<file path="config.mk">
export PLATFORM = sky130hd
export DESIGN_NAME = gate_deadtime
export DESIGN_NICKNAME = d
export VERILOG_FILES = /design/src/rtl/gate_deadtime.sv
export SDC_FILE = /design/constraint.sdc
export NUM_CORES = 1
export LEC_CHECK = 0
export BUFFER_PORTS_ARGS = -buffer_cell sky130_fd_sc_hd__buf_2
export CORE_MARGIN = 2
export CORE_UTILIZATION = 61
export CTS_BUF_LIST = sky130_fd_sc_hd__clkbuf_2
export DETAILED_ROUTE_END_ITERATION = 10
export PLACE_DENSITY = 0.83
export SLEW_MARGIN = 15
export SYNTH_ARGS = -nofsm -noshare
export SYNTH_HDL_FRONTEND = slang
export SYNTH_SLANG_ARGS = --single-unit
export TNS_END_PERCENT = 50
</file>
<file path="constraint.sdc">
create_clock -name clk -period 2.8 [get_ports clk]
set_input_delay 0.14 -clock clk [delete_from_list [all_inputs] [get_ports clk]]
set_output_delay 0.14 -clock clk [all_outputs]
set_load 0.05 [all_outputs]
</file>
<file path="src/rtl/gate_deadtime.sv">
// gate_deadtime: complementary gate-drive conditioning for the two legs of an
// H-bridge. Each leg runs an independent FSM that inserts dead time on every
// entry into conduction, enforces a minimum on-time on commutation, and drops
// both gates on fault or loss of enable. Gate, dead-time and hold outputs are
// registered decodes of the next state, so they change one edge after sampling.
module gate_deadtime #(
   parameter int DEAD_CYC   = 80,
   parameter int MIN_ON_CYC = 200,
   parameter int CNT_W      = 12
) (
   input  logic       clk,
   input  logic       Reset,
   input  logic       enable,
   input  logic       fault,
   input  logic       leg_cmd_l,
   input  logic       leg_cmd_r,
   output logic       LUDIN,
   output logic       LDDIN,
   output logic       RUDIN,
   output logic       RDDIN,
   output logic [1:0] dt_active,
   output logic [1:0] min_on_hold
);

   typedef enum logic [2:0] {
      ST_IDLE  = 3'd0,
      ST_DT_UP = 3'd1,
      ST_DT_DN = 3'd2,
      ST_UP    = 3'd3,
      ST_DN    = 3'd4
   } leg_state_t;

   localparam logic [CNT_W-1:0] CNT_ZERO = {CNT_W{1'b0}};
   localparam logic [CNT_W-1:0] CNT_ONE  = {{(CNT_W-1){1'b0}}, 1'b1};
   localparam logic [CNT_W-1:0] DT_LAST  = CNT_W'(DEAD_CYC - 1);
   localparam logic [CNT_W-1:0] ON_LAST  = CNT_W'(MIN_ON_CYC - 1);

   logic       kill_s;
   logic [1:0] cmd_s;
   logic [1:0] upper_s;
   logic [1:0] lower_s;
   logic [1:0] dt_s;
   logic [1:0] hold_s;

   // fault or missing run permission blocks both legs unconditionally
   assign kill_s = fault | ~enable;
   // index 0 is the left leg, index 1 the right leg
   assign cmd_s  = {leg_cmd_r, leg_cmd_l};

   for (genvar g = 0; g < 2; g++) begin : g_leg
      leg_state_t       state_r;
      leg_state_t       state_nxt_s;
      logic [CNT_W-1:0] dt_cnt_r;
      logic [CNT_W-1:0] dt_cnt_nxt_s;
      logic [CNT_W-1:0] on_cnt_r;
      logic [CNT_W-1:0] on_cnt_nxt_s;
      logic             hold_nxt_s;
      logic             on_sat_s;
      logic             opp_s;
      logic             upper_r;
      logic             lower_r;
      logic             dt_r;
      logic             hold_r;

      // min-on satisfied once the saturating on-time counter reaches its limit
      assign on_sat_s = (on_cnt_r == ON_LAST);
      // request points at the switch that is currently off (only meaningful in UP/DN)
      assign opp_s    = (state_r == ST_UP) ? ~cmd_s[g] : cmd_s[g];

      // next state, counters and min-on hold for this leg
      always_comb begin
         state_nxt_s  = state_r;
         dt_cnt_nxt_s = CNT_ZERO;
         on_cnt_nxt_s = CNT_ZERO;
         hold_nxt_s   = 1'b0;
         if (kill_s) begin
            state_nxt_s = ST_IDLE;
         end else begin
            case (state_r)
               ST_IDLE: begin
                  state_nxt_s = cmd_s[g] ? ST_DT_UP : ST_DT_DN;
               end
               ST_DT_UP, ST_DT_DN: begin
                  // both gates are already off, so a retarget keeps the running count
                  if (dt_cnt_r == DT_LAST) begin
                     state_nxt_s = (state_r == ST_DT_UP) ? ST_UP : ST_DN;
                  end else begin
                     state_nxt_s  = cmd_s[g] ? ST_DT_UP : ST_DT_DN;
                     dt_cnt_nxt_s = dt_cnt_r + CNT_ONE;
                  end
               end
               ST_UP, ST_DN: begin
                  on_cnt_nxt_s = on_sat_s ? on_cnt_r : (on_cnt_r + CNT_ONE);
                  if (opp_s && on_sat_s) begin
                     state_nxt_s  = (state_r == ST_UP) ? ST_DT_DN : ST_DT_UP;
                     on_cnt_nxt_s = CNT_ZERO;
                  end else if (opp_s) begin
                     hold_nxt_s = 1'b1;
                  end else begin
                     hold_nxt_s = 1'b0;
                  end
               end
               default: begin
                  state_nxt_s = ST_IDLE;
               end
            endcase
         end
      end

      // leg state, counters and registered output decodes
      always_ff @(posedge clk) begin
         if (Reset) begin
            state_r  <= ST_IDLE;
            dt_cnt_r <= CNT_ZERO;
            on_cnt_r <= CNT_ZERO;
            upper_r  <= 1'b0;
            lower_r  <= 1'b0;
            dt_r     <= 1'b0;
            hold_r   <= 1'b0;
         end else begin
            state_r  <= state_nxt_s;
            dt_cnt_r <= dt_cnt_nxt_s;
            on_cnt_r <= on_cnt_nxt_s;
            upper_r  <= (state_nxt_s == ST_UP);
            lower_r  <= (state_nxt_s == ST_DN);
            dt_r     <= (state_nxt_s == ST_DT_UP) || (state_nxt_s == ST_DT_DN);
            hold_r   <= hold_nxt_s;
         end
      end

      assign upper_s[g] = upper_r;
      assign lower_s[g] = lower_r;
      assign dt_s[g]    = dt_r;
      assign hold_s[g]  = hold_r;
   end

   assign LUDIN       = upper_s[0];
   assign LDDIN       = lower_s[0];
   assign RUDIN       = upper_s[1];
   assign RDDIN       = lower_s[1];
   assign dt_active   = dt_s;
   assign min_on_hold = hold_s;

endmodule

</file>
==> impl_results.md, run 1 <==
* Worst Path Arrival at 2.63 ns
* Die Height at 72.6 µm
* Avg Vias per Cell at 5.75
* EDFF count, synth at 0
* Non-Filler Instances at 407
* Dominant synthesized flop cell: dfxtp_1
* CTS root buf: clkbuf_2
* Final WL at 5170 µm
* Top cell type by total area after synthesis: dfxtp_1
* Pin count of the biggest net entering global routing at 13
* Placed inst area at 0.00294 mm²
* Critical path launch point: g_leg[1].on_cnt_r[0]$_SDFFE_PP0P_
* Final setup viols at 0
* Count leader, synth: nor2_1
* PnR worst setup slack at 0.545 ns
* CTS tree: done
* GRT overflow at 0
* Reg-to-Reg End: g_leg[1].on_cnt_r[2]$_SDFFE_PP0P_
* Ranking of synthesized cells by area: dfxtp_1 43%, nor2_1 8.5%, xor2_1 7.0%
* Register-to-register setup slack at 0.55 ns
* Final design area excluding fillers at 0.00310 mm²
* Dpl cells at 390
* Die X at 72.6 µm
* Nets@finish at 360
* Fin. Hold Viols at 0
* CP Capture Type: flop
* Area Growth Syn to Fin at 7.92%
* Hold Path Stages at 3
* Final TNS setup at 0 ns
* Clock Sinks at 62
* Synth top cells by count: 65 x nor2_1, 62 x dfxtp_1, 27 x nand2_1, 23 x xor2_1, 20 x xnor2_1
* Actual slew at the worst max-slew pin at 0.534 ns
* Min-Delay Startpoint: leg_cmd_l
* Tmin final at 2.25 ns
* Syn_nets at 349
* Tcrit/Tclk final at 80.5%
* WL/cell at 12.7 µm
* Port bufs at 13
* Die Area at 0.00528 mm²
* H-Tree Depth at 3
* Post-CTS Setup Repair Bufs at 0
* Placement Rows at 24
* Post-synth ARST share at 0%
* Initial core utilization at 64.7%
* Status: completed
* Mapped Cells at 339
* Vias at 2342
* Longest Clk Path Bufs at 2
* Pre-CTS setup slack at 0.627 ns
* Fmax at 444 MHz
* Pwr per Cell Area at 529 mW/mm²
* Worst-path cell chain: ha_1 -> nor4bb_1 -> and3_1 -> a2111oi_0 -> o21ai_1 -> a211oi_1
* Slowest-stage cell, CP: o21ai_1
* R2R depth at 6
* Final core occ at 69.8%
* DRC viols at 0
* Clock Latency Late Sink at 0.51 ns
* Lkg Pwr at 1.08 nW
* CP Max Fanout at 8
* CP startpoint kind: flop
* ANT cells at 0
* DR pass1 iterations at 7
* Hold Path Class: in -> reg
* 1st-iter DRT viols at 161
* Clock skew at 0.0167 ns
* Yosys Warn Count at 0
* Gr usage total at 22.5%
* Vias in the first global route at 2227
* Max_cap viols at 0
* Post-Syn Area at 0.00287 mm²
* CTS clock-pin slew for the worst setup and hold paths at 0.16 ns
* Final Slew Violations at 0
* Rel. slew slack at 63.4%
* Sequential fraction of the synthesis area at 43.2%
* Share of cells above drive strength 1 at 9.58%
* First-pass GRT wire length at 9260 µm
* Antenna violations before repair at 0
* Slowest stage delay, CP at 0.47 ns
* GP Congestion at 0.813
* Required @ worst endpoint at 3.18 ns
* Worst hold endpoint: g_leg[0].hold_r$_SDFF_PP0_
* Reg2Reg Launch Point: g_leg[1].on_cnt_r[0]$_SDFFE_PP0P_
* Routed Antenna Nets at 0
* Top-level I/O count at 14
* Fill cells at 366
* RSZ-0062 raised after global routing: false
* Syn_area_per_cell at 8.48 µm²
* Post-synth top area share at 43.2%
* CORE AREA at 0.00444 mm²
* Worst VDD drop at 0.341 mV
* Placed wire-length estimate at 3660 µm
* Count of cell types in the netlist at 43
* TritonCTS buffer count at 9
* Setup Crit Path Kind: reg -> reg
* Synth Register Bits at 62
-- stage by stage --
step           power [mW]  hold slack [ns]
2_1_floorplan       0.940            0.224
6_report             1.64           0.0434
5_1_grt              1.70           0.0554
3_5_place_dp        0.950            0.412
3_3_place_gp        0.949            0.413
4_1_cts              1.65           0.0347
-- power breakdown --
| part | leakage (nW) | switching [mW] | total [mW] | internal, mW |
|---|---|---|---|---|
| registers | 0.500 | 0.00454 | 0.891 | 0.886 |
| clock network | 0.0912 | 0.322 | 0.709 | 0.388 |
| logic | 0.493 | 0.0261 | 0.0422 | 0.0161 |
| total | 1.08 | 0.352 | 1.64 | 1.29 |
-- placed cells by master, fill, tap and decap left out, types with 3 or more instances in the layout --
cell / netlist / routed
a2111oi_0: 3 / 3
a211oi_1: 5 / 5
a21oi_1: 11 / 11
a31oi_1: 3 / 3
and3_1: 10 / 10
and4_1: 3 / 3
buf_2: 0 / 13
bufinv_16: 0 / 3
clkbuf_2: 1 / 11
dfxtp_1: 62 / 62
ha_1: 4 / 4
inv_1: 9 / 9
nand2_1: 27 / 27
nand2b_1: 3 / 3
nand3_1: 19 / 19
nand4_1: 7 / 7
nor2_1: 65 / 65
nor3_1: 9 / 9
nor4_1: 3 / 3
o211ai_1: 3 / 3
or3_1: 6 / 6
or4_1: 5 / 5
xnor2_1: 20 / 20
xor2_1: 23 / 23
-- cells by family after synthesis --
kind of cell,after synthesis,share of synthesized area [%]
buf+inv,24,3.70
flops,62,43.2
xor+xnor,43,13.1
mux,1,0.348
fa+ha+maj,4,1.74
compound gates,36,9.14
simple gates,169,28.8
-- state kept, by name (all words and copies together) (netlist names) --
signal,flops
LDDIN,1
g_leg.hold_r,2
g_leg.state_r,6
RDDIN,1
RUDIN,1
g_leg.dt_cnt_r,24
LUDIN,1
g_leg.dt_r,2
g_leg.on_cnt_r,24
-- worst max-delay path, delay by kind of cell (launching register included) --
kind | cells | cell delay, ns
AOI/OAI and AO/OA | 3 | 0.71
adders and majority gates | 1 | 0.22
DFF | 1 | 0.42
and+or+nand+nor | 2 | 0.80
-- metal layers --
layer  vias up  track usage [%]  share of wire, %  wire length, µm
met1      1074             28.5                48             2480
met4         0             14.2               3.2              163
met5         -                0                 0                0
li1       1194                -                 -                -
met3        18             4.56               3.9              200
met2        56             34.9                45             2320
-- how the worst max path moves through the flow --
stage | to | slack (ns) | cells past startpoint
after floorplan | g_leg[1].dt_r$_SDFF_PP0_ | 0.82 | 7
after global placement | g_leg[1].on_cnt_r[2]$_SDFFE_PP0P_ | 0.71 | 6
after detailed placement | g_leg[1].on_cnt_r[3]$_SDFFE_PP0P_ | 0.63 | 6
after CTS | g_leg[1].on_cnt_r[3]$_SDFFE_PP0P_ | 0.59 | 6
after global routing | g_leg[1].on_cnt_r[2]$_SDFFE_PP0P_ | 0.33 | 6
final | g_leg[1].on_cnt_r[2]$_SDFFE_PP0P_ | 0.55 | 6
-- final cells by class --
cell class	count	area [µm²]	share of cell area [%]
Sequential cell	62	1240	40.0
Clock buffer	11	55.1	1.77
Tap cell	52	65.1	2.10
Clock inverter	5	97.6	3.15
Multi-Input combinational cell	253	1530	49.2
Timing Repair Buffer	15	82.6	2.66
Inverter	9	33.8	1.09
-- repair_timing --
| action | CTS | global route |
|---|---|---|
| hold buffers | 1 | 0 |
| endpoints found under the hold margin | 5 | 0 |
| gates resized for setup | 0 | 0 |
No activity file was read; power rests on OpenSTA's default activity.
==> run 2: changes to the inputs <==
- ABC_AREA: not set -> 1
- CORE_UTILIZATION: 61 -> 57
- PLACE_DENSITY: 0.83 -> 0.82
- clock period: 2.8 -> 2.05 ns (I/O delays scaled with it)
==> impl_results.md, run 2 <==
* Tcrit/Tclk final at 82.2% (+1.7 points)
* Top cell type by total area after synthesis: dfxtp_1
* Clock Sinks at 62 (unchanged)
* Antenna violations before repair at 0 (unchanged)
* R2R depth at 7 (+1)
* GP Congestion at 0.816 (+0.48%)
* ANT cells at 0 (unchanged)
* Avg Vias per Cell at 5.09 (-12%)
* 1st-iter DRT viols at 101 (-37%)
* Status: completed
* Placed wire-length estimate at 3860 µm (+5.4%)
* Final WL at 5240 µm (+1.5%)
* Clock skew at 0.0226 ns (+0.00588 ns)
* Final TNS setup at 0 ns (unchanged)
* Tmin final at 1.68 ns (-0.570 ns)
* Final Slew Violations at 0 (unchanged)
* Sequential fraction of the synthesis area at 41.7% (-1.5 points)
* Hold Path Stages at 5 (+2)
* Count of cell types in the netlist at 40 (-7.0%)
* Fin. Hold Viols at 0 (unchanged)
* WL/cell at 10.6 µm (-16%)
* First-pass GRT wire length at 9400 µm (+1.5%)
* CTS tree: done
* Ranking of synthesized cells by area: dfxtp_1 42%, nand2_1 9.2%, nor2_1 8.1%
* H-Tree Depth at 3 (unchanged)
* Lkg Pwr at 1.24 nW (+15%)
* Initial core utilization at 58.6% (-6.1 points)
* Top-level I/O count at 14 (unchanged)
* CTS root buf: clkbuf_2
* Vias at 2508 (+7.1%)
* Dominant synthesized flop cell: dfxtp_1
* Count leader, synth: nand2_1
* Setup Crit Path Kind: reg -> reg
* Post-synth ARST share at 0% (unchanged)
* GRT overflow at 0 (unchanged)
* CP Max Fanout at 12 (+4)
* TritonCTS buffer count at 9 (unchanged)
* Post-Syn Area at 0.00297 mm² (+3.5%)
* Worst VDD drop at 0.311 mV (-9.0%)
* Yosys Warn Count at 0 (unchanged)
* CORE AREA at 0.00507 mm² (+14%)
* DRC viols at 0 (unchanged)
* Worst Path Arrival at 2.11 ns (-0.52 ns)
* Syn_nets at 409 (+17%)
* Most frequent cells in the layout: 73 x nand2_1, 64 x nor2_1, 62 x dfxtp_1
* Die Height at 76.2 µm (+4.9%)
* Share of cells above drive strength 1 at 13.7% (+4.1 points)
* CTS clock-pin slew for the worst setup and hold paths at 0.16 ns (about the same)
* Leading cell type in the layout, fill and taps excluded: nand2_1
* DR pass1 iterations at 4 (-3)
* Clock Latency Late Sink at 0.48 ns (-0.03 ns)
* EDFF count, synth at 0 (unchanged)
* Required @ worst endpoint at 2.48 ns (-0.70 ns)
* Pin count of the biggest net entering global routing at 14 (+1)
* Synth Register Bits at 62 (unchanged)
* Die X at 76.2 µm (+4.9%)
* Area Growth Syn to Fin at 7.45%
* CP Capture Type: flop
* Fmax at 594 MHz (+34%)
* Largest regs: g_leg.dt_cnt_r x24, g_leg.on_cnt_r x24, g_leg.state_r x6
* Vias in the first global route at 2395 (+7.5%)
* Longest Clk Path Bufs at 2 (unchanged)
* CTS resizes at 0 (unchanged)
* Mapped Cells at 399 (+18%)
* Routed Antenna Nets at 0 (unchanged)
* Dpl cells at 473 (+21%)
* Port bufs at 13 (unchanged)
* CP startpoint kind: flop
* Nets@finish at 429 (+19%)
* Non-Filler Instances at 493 (+21%)
* RSZ-0062 raised after global routing: false
* Actual slew at the worst max-slew pin at 0.566 ns (+0.0320 ns)
* Pwr per Cell Area at 582 mW/mm² (+9.9%)
* Synth top cells by count: 73 x nand2_1, 64 x nor2_1, 62 x dfxtp_1, 42 x inv_1, 28 x a21oi_1
* Max_cap viols at 0 (unchanged)
* Final setup viols at 0 (unchanged)
* Gr usage total at 19.6% (-2.9 points)
* Post-synth top area share at 41.7% (-1.5 points)
* Post-CTS Setup Repair Bufs at 0 (unchanged)
* Syn_area_per_cell at 7.45 µm² (-12%)
* Die Area at 0.00581 mm² (+10%)
* Rel. slew slack at 62.1% (-1.3 points)
* Hold Path Class: in -> reg
* Placement Rows at 26 (+8.3%)
run 2: cell count changes after synthesis, moves of 6 or more:
cell	delta
and3_1	-10
nand3_1	+7
inv_1	+33
a21oi_1	+17
clkbuf_1	-9
xnor2_1	-15
xor2_1	-14
nand2_1	+46
nor3b_1	+7
or3_1	-6
run 2: where the power goes:
| part | internal [mW] | total (mW) | leakage (nW) | switching [mW] |
|---|---|---|---|---|
| clock network | 0.160 | 0.565 | 0.0569 | 0.406 |
| registers | 1.21 | 1.21 | 0.500 | 0.00316 |
| logic | 0.0285 | 0.0800 | 0.688 | 0.0515 |
| total | 1.40 | 1.86 | 1.24 | 0.460 |
run 2: worst max-delay path, stage by stage (launching register included):
cell and delay [ns]:
dfxtp_1 0.36, ha_1 0.23, nand3_1 0.12, nor2_1 0.08
nand2_1 0.11, nand3_1 0.34, o21bai_1 0.29, a21oi_1 0.11
run 2: repair_timing:
| item | 4_1_cts | 5_1_grt |
|---|---|---|
| endpoints found under the setup margin | 0 | 0 |
| endpoints found under the hold margin | 12 | 0 |
| hold buffers | 5 | 0 |
run 2: cell families after synthesis:
| family | synth area share [%] |
|---|---|
| buffers and inverters | 7.74 |
| AND/OR/NAND/NOR | 35.5 |
| AO/OA/AOI/OAI | 9.21 |
| XOR/XNOR | 4.12 |
| flip-flops | 41.7 |
| adder cells (fa/ha/maj) | 1.68 |
run 2: path summary, 6_finish.rpt:
kind	startpoint	endpoint	slack [ns]
setup / recovery	g_leg[1].dt_cnt_r[0]$_SDFF_PP0_	g_leg[1].dt_cnt_r[7]$_SDFF_PP0_	0.37
hold / removal	enable	g_leg[0].dt_r$_SDFF_PP0_	0.08
setup reg to reg	g_leg[1].dt_cnt_r[0]$_SDFF_PP0_	g_leg[1].dt_cnt_r[7]$_SDFF_PP0_	0.37
hold reg to reg	g_leg[0].dt_cnt_r[0]$_SDFF_PP0_	g_leg[0].dt_cnt_r[0]$_SDFF_PP0_	0.46
run 2: per-stage QoR:
| stage | cell area, µm² | hold WS [ns] | util, % | power, mW | setup WS (ns) |
|---|---|---|---|---|---|
| CTS | 3200 | 0.0519 | 63.0 | 1.87 | 0.366 |
| floorplan | 2970 | 0.255 | - | 1.30 | 0.607 |
| detailed placement | 3070 | 0.412 | 60.6 | 1.31 | 0.390 |
| finish | 3200 | 0.0778 | 63.0 | 1.86 | 0.365 |
| global placement | 3070 | 0.408 | 60.6 | 1.31 | 0.481 |
| global route | 3200 | 0.0987 | 63.0 | 1.92 | 0.132 |
run 2: area by class of cell:
| class | count | area [µm²] |
|---|---|---|
| Timing Repair Buffer | 18 | 115 |
| Sequential cell | 62 | 1240 |
| Tap cell | 70 | 87.6 |
| Clock buffer | 12 | 60.1 |
| Fill cell | 467 | 1880 |
| Inverter | 47 | 176 |
| Clock inverter | 3 | 12.5 |
| Multi-Input combinational cell | 281 | 1500 |
run 2: layer usage:
layer	GRT usage [%]	routed length, µm	vias up
met2	31.5	2350	41
met4	13.3	143	0
met5	0	0	-
met1	23.5	2550	1122
li1	-	-	1331
met3	4.03	204	14
==> run 3: changes to the inputs <==
- CORE_UTILIZATION: 57 -> 61
- PLACE_DENSITY: 0.82 -> 0.83
- clock period: 2.05 -> 1.6 ns (I/O delays scaled with it)
==> impl_results.md, run 3 (synthesized netlist as in run 2, its figures left out) <==
* Status: completed
* Die X at 73.8 µm (-3.2%)
* Worst-path cell chain: ha_4 -> nand2_2 -> inv_2 -> nand2_2 -> nor2_4 -> nand3_4 -> a21oi_2 -> nand3_2 -> nand2_2 -> nand2_1 -> nor2_1
* Antenna violations before repair at 0 (unchanged)
* Tcrit/Tclk final at 98.7% (+16 points)
* Vias at 2540 (+1.3%)
* Final WL at 5990 µm (+14%)
* Max_cap viols at 0 (unchanged)
* ANT cells at 0 (unchanged)
* Leading cell type in the layout, fill and taps excluded: nand2_1
* Register-to-register setup slack at 0.02 ns (-0.34 ns)
* Most frequent cells in the layout: 70 x nand2_1, 59 x nor2_1, 49 x dfxtp_1
* Total chip power at 2.76 mW (+48%)
* PnR worst setup slack at 0.0212 ns (-0.344 ns)
* First-pass GRT wire length at 9400 µm (about the same)
* Slowest-stage cell, CP: dfxtp_4
* Fin. Hold Viols at 0 (unchanged)
* DRC viols at 0 (unchanged)
* Initial core utilization at 63.0% (+4.4 points)
* Dpl cells at 475 (+0.42%)
* Port bufs at 13 (unchanged)
* TritonCTS buffer count at 9 (unchanged)
* CP Capture Type: flop
* Placement Rows at 25 (-3.8%)
* Non-Filler Instances at 505 (+2.4%)
* Slowest stage delay, CP at 0.40 ns (+0.04 ns)
* Pwr per Cell Area at 785 mW/mm² (+35%)
* Pre-CTS setup slack at -0.0431 ns (-0.433 ns)
* Placed wire-length estimate at 3890 µm (+0.67%)
* Critical path buffers and inverters at 1 (+1)
* H-Tree Depth at 3 (unchanged)
* Clock Sinks at 62 (unchanged)
* Area Growth Syn to Fin at 18.0%
* GRT overflow at 0 (unchanged)
* Rel. slew slack at 72.5% (+10 points)
* CTS root buf: clkbuf_2
* Die Area at 0.00545 mm² (-6.2%)
* Routed Antenna Nets at 0 (unchanged)
* Critical Path Most Common Cell: nand2_2
* Clock Latency Late Sink at 0.49 ns (about the same)
* Pin count of the biggest net entering global routing at 14 (unchanged)
* WL/cell at 11.9 µm (+11%)
* Actual slew at the worst max-slew pin at 0.409 ns (-0.158 ns)
* CTS tree: done
* Final Slew Violations at 0 (unchanged)
* GP Congestion at 0.831 (+1.8%)
* Worst Path Arrival at 2.02 ns (-0.09 ns)
* Final setup viols at 0 (unchanged)
* CP startpoint kind: flop
* DR pass1 iterations at 4 (unchanged)
* Worst VDD drop at 0.627 mV (+100%)
* CTS clock-pin slew for the worst setup and hold paths at 0.17 ns (about the same)
* Avg Vias per Cell at 5.03 (-1.1%)
* 1st-iter DRT viols at 114 (+13%)
* Final design area excluding fillers at 0.00351 mm² (+9.8%)
* Die Height at 73.8 µm (-3.2%)
* Longest Clk Path Bufs at 2 (unchanged)
* Largest regs: g_leg.dt_cnt_r x24, g_leg.on_cnt_r x24, g_leg.state_r x6
* Lkg Pwr at 1.33 nW (+6.5%)
* Nets@finish at 443 (+3.3%)
* Cell family with most CP delay: simple AND/OR/NAND/NOR gates
* CP Max Fanout at 4 (-8)
* Hold Path Class: in -> reg
* Tmin final at 1.58 ns (-0.106 ns)
* CORE AREA at 0.00472 mm² (-6.9%)
* Final core occ at 74.3% (+11 points)
* Fmax at 633 MHz (+6.7%)
* Setup Crit Path Kind: reg -> reg
* Placed inst area at 0.00311 mm² (+1.1%)
* Clock skew at 0.0144 ns (-0.00816 ns)
* Required @ worst endpoint at 2.04 ns (-0.44 ns)
* Vias in the first global route at 2328 (-2.8%)
* Gr usage total at 22.1% (+2.5 points)
* Share of cells above drive strength 1 at 23.7% (+10 points)
* Top-level I/O count at 14 (unchanged)
## run 3: cell count changes in the layout (fill, tap and decap cells not counted), sizes merged
cell         previous run  this run
bufinv                  0         2
clkbuf                 12        11
dlygate4sd3             5         4
buf                    13        28
## run 3: worst min-delay path: cells and delay by family
kind                   cells  cell delay [ns]
buffers and inverters      4             0.33
AOI/OAI and AO/OA          1             0.06
and+or+nand+nor            2             0.08
## run 3: worst paths after layout
| path | from | depth (start not counted) | endpoint |
|---|---|---|---|
| worst max-delay path | g_leg[1].on_cnt_r[1]$_SDFFE_PP0P_ | 11 | g_leg[1].dt_r$_SDFF_PP0_ |
| worst min-delay path | enable | 7 | g_leg[1].state_r[1]$_SDFF_PP0_ |
| worst max register to register | g_leg[1].on_cnt_r[1]$_SDFFE_PP0P_ | 11 | g_leg[1].dt_r$_SDFF_PP0_ |
| worst min register to register | g_leg[1].on_cnt_r[11]$_SDFFE_PP0P_ | 2 | g_leg[1].on_cnt_r[11]$_SDFFE_PP0P_ |
## run 3: layout make-up
| type | count | area [µm²] |
|---|---|---|
| inverter | 47 | 176 |
| clock inverter | 5 | 73.8 |
| fill | 356 | 1210 |
| clock buffer | 11 | 55.1 |
| sequential | 62 | 1260 |
| multi-input combinational | 281 | 1640 |
| tap | 67 | 83.8 |
| timing repair buffer | 32 | 218 |
## run 3: metrics by stage
stage                     hold slack, ns  TNS [ns]
after global routing               0.109    -0.210
final                             0.0835         0
after global placement             0.399         0
after floorplan                    0.233         0
after CTS                         0.0543         0
after detailed placement           0.405   -0.0677
## run 3: where the power goes
| part | switching (mW) | internal (mW) | leakage, nW |
|---|---|---|---|
| Combinational | 0.0717 | 0.0391 | 0.736 |
| Sequential | 0.00468 | 1.55 | 0.507 |
| Clock | 0.570 | 0.521 | 0.0833 |
## run 3: repair_timing
item                                    4_1_cts  5_1_grt
setup buffers                                 5        5
pin swaps                                     1       11
resized for setup                             6       37
endpoints found under the setup margin        6       40
hold endpoints to repair                     12        0
hold buffers                                  4        0
## run 3: routing by layer
metal  share of wire, %  track usage [%]  wire length (µm)  vias to the layer above
li1                   -                -                 -                     1356
met1                 46             27.7              2760                     1135
met2                 49             36.4              2940                       39
met5                  0                0                 0                        -
met4                1.8             10.5               108                        0
met3                3.0             4.12               181                       10
